==> src/rtl/line_draw_scheduler_pkg.sv <==
// Shared definitions for the line-draw scheduler: default widths, FSM encoding, drawer handshake levels.
// Pure declarations; no logic.
// No flow control of its own.
package line_draw_scheduler_pkg;

    localparam int COORD_W = 10;
    localparam int COLOR_W = 12;

    typedef enum logic [1:0] {
        ST_IDLE  = 2'd0,
        ST_ISSUE = 2'd1,
        ST_DRAW  = 2'd2,
        ST_DONE  = 2'd3
    } sched_state_t;

    // drw_in_rtr level meaning the drawer is idle and can take a new line
    localparam logic DRW_IDLE = 1'b1;

endpackage

==> src/rtl/line_draw_scheduler_rr_arbiter.sv <==
// Round-robin picker: first requester after last_grant (modulo NUM_REQ) wins.
// Latency: combinational.
// No backpressure; caller decides whether the grant is used.
module rr_arbiter
    import line_draw_scheduler_pkg::*;
#(
    parameter int NUM_REQ = 4,
    parameter int ID_W    = 2
) (
    input  logic [NUM_REQ-1:0] req,
    input  logic [ID_W-1:0]    last_grant,
    output logic [NUM_REQ-1:0] grant,
    output logic [ID_W-1:0]    grant_id,
    output logic               any
);

    logic [ID_W-1:0] idx;

    always_comb begin
        grant    = '0;
        grant_id = '0;
        any      = 1'b0;
        idx      = '0;
        for (int k = 1; k <= NUM_REQ; k++) begin
            idx = ID_W'((int'(last_grant) + k) % NUM_REQ);
            if (!any && req[idx]) begin
                grant[idx] = 1'b1;
                grant_id   = idx;
                any        = 1'b1;
            end
        end
    end

endmodule

==> src/rtl/line_draw_scheduler.sv <==
// Shares one line drawer between NUM_REQ command sources; tags pixels with colour and source id.
// Latency: accept T, drawer launch T+1, pixels from T+3; next accept after DONE.
// Backpressure: px_rtr feeds drw_out_rtr directly, so a stalled pixel is held by the drawer.
module line_draw_scheduler
    import line_draw_scheduler_pkg::*;
#(
    parameter int NUM_REQ = 4,
    parameter int ID_W    = 2,
    parameter int COORD_W = line_draw_scheduler_pkg::COORD_W,
    parameter int COLOR_W = line_draw_scheduler_pkg::COLOR_W,
    parameter int PXCNT_W = 11
) (
    input  logic                       clk,
    input  logic                       rst_,
    input  logic [NUM_REQ-1:0]         req_rts,
    output logic [NUM_REQ-1:0]         req_rtr,
    input  logic [NUM_REQ*COORD_W-1:0] req_x1,
    input  logic [NUM_REQ*COORD_W-1:0] req_y1,
    input  logic [NUM_REQ*COORD_W-1:0] req_x2,
    input  logic [NUM_REQ*COORD_W-1:0] req_y2,
    input  logic [NUM_REQ*COLOR_W-1:0] req_color,
    output logic [COORD_W-1:0]         drw_x1,
    output logic [COORD_W-1:0]         drw_y1,
    output logic [COORD_W-1:0]         drw_x2,
    output logic [COORD_W-1:0]         drw_y2,
    output logic                       drw_in_rts,
    input  logic                       drw_in_rtr,
    input  logic                       drw_out_rts,
    output logic                       drw_out_rtr,
    input  logic [COORD_W-1:0]         drw_x,
    input  logic [COORD_W-1:0]         drw_y,
    output logic                       px_rts,
    input  logic                       px_rtr,
    output logic [COORD_W-1:0]         px_x,
    output logic [COORD_W-1:0]         px_y,
    output logic [COLOR_W-1:0]         px_color,
    output logic [ID_W-1:0]            px_src,
    output logic                       busy,
    output logic                       line_done,
    output logic [PXCNT_W-1:0]         line_pxcnt,
    output logic [15:0]                lines_total
);

    typedef struct packed {
        logic [COORD_W-1:0] x1;
        logic [COORD_W-1:0] y1;
        logic [COORD_W-1:0] x2;
        logic [COORD_W-1:0] y2;
        logic [COLOR_W-1:0] color;
    } cmd_t;

    sched_state_t       state_q;
    logic               run_q;
    logic [ID_W-1:0]    last_grant_q;
    logic [ID_W-1:0]    src_q;
    cmd_t               cmd_q;
    logic [PXCNT_W-1:0] pxcnt_q;
    logic [PXCNT_W-1:0] pxcnt_nxt;
    logic               line_done_q;
    logic [PXCNT_W-1:0] line_pxcnt_q;
    logic [15:0]        total_q;

    cmd_t               req_cmd [NUM_REQ];
    logic [NUM_REQ-1:0] arb_grant;
    logic [ID_W-1:0]    arb_id;
    logic               arb_any;
    logic               accept;
    logic               px_xfc;

    for (genvar g = 0; g < NUM_REQ; g++) begin : g_unpack
        assign req_cmd[g] = {req_x1[g*COORD_W +: COORD_W], req_y1[g*COORD_W +: COORD_W],
                             req_x2[g*COORD_W +: COORD_W], req_y2[g*COORD_W +: COORD_W],
                             req_color[g*COLOR_W +: COLOR_W]};
    end

    rr_arbiter #(.NUM_REQ(NUM_REQ), .ID_W(ID_W)) u_arb (
        .req        (req_rts),
        .last_grant (last_grant_q),
        .grant      (arb_grant),
        .grant_id   (arb_id),
        .any        (arb_any)
    );

    // run_q keeps req_rtr low through reset and the first cycle after release
    assign accept = (state_q == ST_IDLE) && run_q && arb_any;

    always_comb begin
        req_rtr     = '0;
        drw_in_rts  = 1'b0;
        px_rts      = 1'b0;
        drw_out_rtr = 1'b0;
        case (state_q)
            ST_IDLE:  req_rtr = accept ? arb_grant : '0;
            ST_ISSUE: drw_in_rts = 1'b1;
            ST_DRAW: begin
                px_rts      = drw_out_rts;
                drw_out_rtr = px_rtr;
            end
            default: ;
        endcase
    end

    assign px_xfc    = px_rts && px_rtr;
    assign pxcnt_nxt = (px_xfc && (pxcnt_q != '1)) ? pxcnt_q + 1'b1 : pxcnt_q;

    always_ff @(posedge clk or negedge rst_) begin
        if (!rst_) begin
            state_q      <= ST_IDLE;
            run_q        <= 1'b0;
            last_grant_q <= ID_W'(NUM_REQ - 1);
            src_q        <= '0;
            cmd_q        <= '0;
            pxcnt_q      <= '0;
            line_done_q  <= 1'b0;
            line_pxcnt_q <= '0;
            total_q      <= '0;
        end else begin
            run_q       <= 1'b1;
            line_done_q <= 1'b0;
            case (state_q)
                ST_IDLE: begin
                    if (accept) begin
                        cmd_q   <= req_cmd[arb_id];
                        src_q   <= arb_id;
                        pxcnt_q <= '0;
                        state_q <= ST_ISSUE;
                    end
                end
                ST_ISSUE: begin
                    if (drw_in_rtr == DRW_IDLE) state_q <= ST_DRAW;
                end
                ST_DRAW: begin
                    pxcnt_q <= pxcnt_nxt;
                    // status is loaded on entry to DONE so it is valid alongside line_done
                    if (drw_in_rtr == DRW_IDLE) begin
                        state_q      <= ST_DONE;
                        line_done_q  <= 1'b1;
                        line_pxcnt_q <= pxcnt_nxt;
                        total_q      <= total_q + 16'd1;
                    end
                end
                default: begin
                    last_grant_q <= src_q;
                    state_q      <= ST_IDLE;
                end
            endcase
        end
    end

    assign drw_x1      = cmd_q.x1;
    assign drw_y1      = cmd_q.y1;
    assign drw_x2      = cmd_q.x2;
    assign drw_y2      = cmd_q.y2;
    assign px_x        = drw_x;
    assign px_y        = drw_y;
    assign px_color    = cmd_q.color;
    assign px_src      = src_q;
    assign busy        = (state_q != ST_IDLE);
    assign line_done   = line_done_q;
    assign line_pxcnt  = line_pxcnt_q;
    assign lines_total = total_q;

endmodule

==> config.mk <==
export PLATFORM = sky130hd
export DESIGN_NAME = line_draw_scheduler
export DESIGN_NICKNAME = d
export VERILOG_FILES = /design/src/rtl/line_draw_scheduler_pkg.sv /design/src/rtl/line_draw_scheduler_rr_arbiter.sv /design/src/rtl/line_draw_scheduler.sv
export SDC_FILE = /design/constraint.sdc
export NUM_CORES = 1
export LEC_CHECK = 0
export CAP_MARGIN = 20
export CORE_MARGIN = 2
export CORE_UTILIZATION = 37
export CTS_CLUSTER_DIAMETER = 40
export DETAILED_ROUTE_END_ITERATION = 8
export PLACE_DENSITY = 0.79
export SETUP_SLACK_MARGIN = 0.1
export SLEW_MARGIN = 30
export SYNTH_ARGS = -nofsm -noshare
export SYNTH_HDL_FRONTEND = slang
export SYNTH_SLANG_ARGS = --single-unit
==> constraint.sdc <==
create_clock -name clk -period 2.85 [get_ports clk]
set_input_delay 0.57 -clock clk [delete_from_list [all_inputs] [get_ports clk]]
set_output_delay 0.57 -clock clk [all_outputs]
set_load 0.03 [all_outputs]
==> summary by stage <==
Run status
The flow ran to the end, but the final reports show violations. The checks that failed: setup timing.

Routing
The detailed router finished its first iteration with 276 violations. The detail route stage leaves a number of antenna-violating nets equal to 0. Wire segments on met3 add up to 2210 microns in the final route. The detailed-route wire length is 24300 microns.

The met2 routed wirelength is 11900 microns. The count of unresolved DRC violations after routing is 0. For this block, wires on met1 add up to 9620 microns.

The first detailed-routing pass ran for 5 iterations. After detailed routing, the average wire length per cell comes to 19.4 microns. Signal routing reaches up to met4. The total number of vias is 6818. The via density per instance is 5.45.

Placed design
Summing all placed instances gives a cell area of 9960 sq um. The number of buffers added on ports is 306. After detailed placement, the design holds a cell count of 1227. After legalization and detailed placement, the total HPWL measured 17900 microns. Prior to clock tree synthesis, the placed netlist has a worst setup slack of -0.172 ns. The final RePlAce weighted congestion is 0.882.

Synthesis
Yosys mapped the design onto 58 distinct sky130hd cell types. The library cell with the largest summed area after synthesis is dfrtp_1. The Yosys step of the flow raised 0 warnings.

The synthesized-area fraction occupied by ao, oa, aoi and oai cells is 22.4%. The number of synthesized flops with an enable pin is 0. Sorting the synthesized cells by area gives the leading types as dfrtp_1, mux2i_1, o211ai_1, a21boi_0, nand2_1.

The synthesized design devotes to its leading area cell type 36.4% of total area. By area, the combinational part of the netlist is dominated by compound AO/OA/AOI/OAI gates. Synthesis inferred 98 register bits.

After synthesis, the share of cell area in mux cells is 9.85%. The net count after synthesis is 973. The adder-cell area share of the yosys netlist is 2.66%. The post-synthesis share of cell area spent on xor and xnor gates is 3.32%. The fraction of registers with async set or reset after synthesis is 100%. The cell area after synthesis is 6590 sq um. The area share of and/or/nand/nor cells after synthesis is 16.1%. Of the synthesized area, sequential elements account for 37.2%. The synthesized netlist cell count is 722.

The synthesized area per cell is 9.13 sq um. Counting instances in the post-synthesis netlist gives the leading cell types as dfrtp_1, nand2_1, and3_1. The flip-flop cell with the highest count after synthesis is dfrtp_1. In the post-synthesis netlist, the cell with the most instances is dfrtp_1.

Worst setup path
The data arrival time of the critical path is 2.43 ns. The required time of the worst setup path is 2.28 ns. The maximum fanout encountered on the critical timing path is 5. The count of buffer and inverter cells on the critical path is 2. Counting buffers and inverters, the worst setup path is 7 cells deep.

The delay of the slowest cell on the worst path is 0.57 ns. The kind of cell with the highest combined delay along the critical path is compound AO/OA/AOI/OAI gates. The library cell contributing the largest single delay on the critical path is dfstp_2. Counting cells, the worst reg-to-reg path comes to 10. The type of destination of the critical path is an output port. STA classifies the critical path startpoint as a flip-flop.

Walking the worst path, the cells encountered are buf_12, mux4_2, a211oi_4, a22o_1, a22oi_2, a21oi_2, buf_6. The type of the worst setup path is flip-flop to output port.

Die
The die is 137 microns tall. The count of boundary I/O pins is 347. The x dimension of the die is 137 microns. The floorplan die area is 18900 sq um. After floorplanning, the core was sized to cover 17400 sq um.

The initial core utilization is 38.0%. The count of standard-cell rows is 48.

Min path
In this run the worst hold path is classified as input pin to async pin.

STA
The shortest period the worst path allows is 3.00 ns. Between clock sinks in the finished design, the worst skew comes to 0.00773 ns. Setup repair after global routing could not meet its margin everywhere. The achievable clock frequency is 0.333 GHz. In this run the tightest slew margin relative to its limit is 56.4%. The max-slew violation total from the final report is 0. The final setup violation count is 4.

The share of the cycle needed by the critical path after routing is 105%. The number of hold violations in the final report is 0. For the pin with the worst max-slew slack, the measured transition is 0.653 ns. Across all setup checks in the final design, the least slack found is -0.152 ns.

Cells and area
The post-layout instance count excluding filler cells is 1252. The number of antenna cells inserted is 0. Summing all flip-flop and latch instances after layout gives 2450 sq um. Fill cells in the final layout number 1509. The synthesis-to-finish area growth is 59.7%. The proportion of layout cells with a drive suffix above 1 is 12.4%.

In the final design database the tool counted 1273 nets. The finished cells cover 10500 sq um. The area of the multi-input gates is 3720 sq um.

Clocking
The cell chosen for the clock root is clkbuf_16. The H-tree was split into 3 levels. The CTS buffer count is 9. The clock-pin slew reported for the worst setup and hold paths after clock tree synthesis is 0.07 ns. The clock latency of the later-clocked register in the worst-skew pair is 0.35 ns.

The clock tree buffer depth is 2. For this design, the sink count on the clock tree is 98. The clock tree from TritonCTS is yes.

Power
The ratio of total power to cell area is 974 nW/um^2. Across the VDD grid, the largest voltage drop is 509 uV. The leakage power figure is 4.49 nW.

Global routing
The global-route congestion overflow total is 0. The first global-routing pass estimated 35700 microns of wire. The initial antenna violation count came to 0.

For this run, the total global-route usage over all layers was measured as 24.8%. Entering global routing, the biggest net connects 68 pins. The via count of the first global-routing pass is 6652.

Flow run
The max-cap check violation count is 0.
## timing repair
item | 4_1_cts | 5_1_grt
endpoints found under the hold margin | 0 | 0
hold buffers | 0 | 0
pin swaps | 3 | 7
gates cloned | 0 | 3
setup buffers | 4 | 2
endpoints found under the setup margin | 9 | 34
resized for setup | 17 | 25
## worst register-to-register path: cells and delay by family (launching register included)
family	cells	cell delay, ns
and+or+nand+nor	3	0.73
adders and majority gates	1	0.27
DFF	1	0.57
AOI/OAI and AO/OA	3	0.52
buffers and inverters	3	0.46
## cells in the final DEF (no fill, tap or decap), drive strengths merged, types with 15 or more instances in the layout
cell,synthesis,layout
nor2,16,16
o21ai,70,70
clkdlybuf4s50,0,300
a21boi,51,51
nand2,94,94
dfrtp,96,96
mux2i,54,54
buf,39,67
xnor2,15,15
o211ai,51,51
and3,56,56
nand3,18,18
## registers in the layout, indices dropped and copies added (netlist names)
name / cells
state_q: 2
drw_y1: 10
px_src: 2
line_pxcnt: 11
lines_total: 16
line_done: 1
drw_x2: 10
drw_x1: 10
drw_y2: 10
last_grant_q: 2
px_color: 12
run_q: 1
pxcnt_q: 11
## per-stage QoR
| stage | TNS, ns | utilization (%) | total power, mW | hold WS [ns] |
|---|---|---|---|---|
| floorplan | 0 | - | 6.17 | 0.274 |
| global placement | -2.13 | 57.4 | 8.33 | 0.461 |
| detailed placement | -4.97 | 57.4 | 8.43 | 0.471 |
| CTS | -0.306 | 59.8 | 9.92 | 0.163 |
| global route | -0.775 | 60.7 | 10.9 | 0.176 |
| finish | -0.517 | 60.7 | 10.3 | 0.156 |
## cell type report
cell class | instances | area share, %
timing repair buffer | 370 | 35.4
multi-input combinational | 532 | 35.3
sequential | 98 | 23.3
tap | 225 | 2.67
clock buffer | 10 | 2.17
clock inverter | 6 | 0.701
inverter | 11 | 0.392
## final timing paths
path	start	to	slack, ns
min reg2reg	lines_total[15]$_DFFE_PN0P_	lines_total[15]$_DFFE_PN0P_	0.48
min	rst_	line_pxcnt[9]$_DFFE_PN0P_	0.16
max in group asynchronous	rst_	drw_y2[5]$_DFFE_PN0P_	1.95
max	last_grant_q[0]$_DFFE_PN1N_	req_rtr[3]	-0.15
max reg2reg	last_grant_q[0]$_DFFE_PN1N_	px_color[4]$_DFFE_PN0P_	0.17
min in group clk	lines_total[15]$_DFFE_PN0P_	lines_total[15]$_DFFE_PN0P_	0.48
## per-layer routing
metal / vias to the layer above / GRT usage (%)
li1: 3193 / -
met1: 3307 / 30.2
met2: 275 / 41.2
met3: 43 / 9.23
met4: 0 / 6.76
met5: - / 0
## power breakdown
part,total (mW),internal [mW],leakage [nW],switching [mW]
sequential,2.21,1.87,1.26,0.345
clock,1.28,0.693,0.141,0.586
combinational,6.76,3.13,3.09,3.64
total,10.3,5.69,4.49,4.57
## cell families after synthesis
group,Yosys count
adder cells (fa/ha/maj),14
AND/OR/NAND/NOR,213
XOR/XNOR,25
multiplexers,61
buffers and inverters,93
other,1
AO/OA/AOI/OAI,217
flip-flops,98
Note: power is estimated with default switching activity, not from simulation.
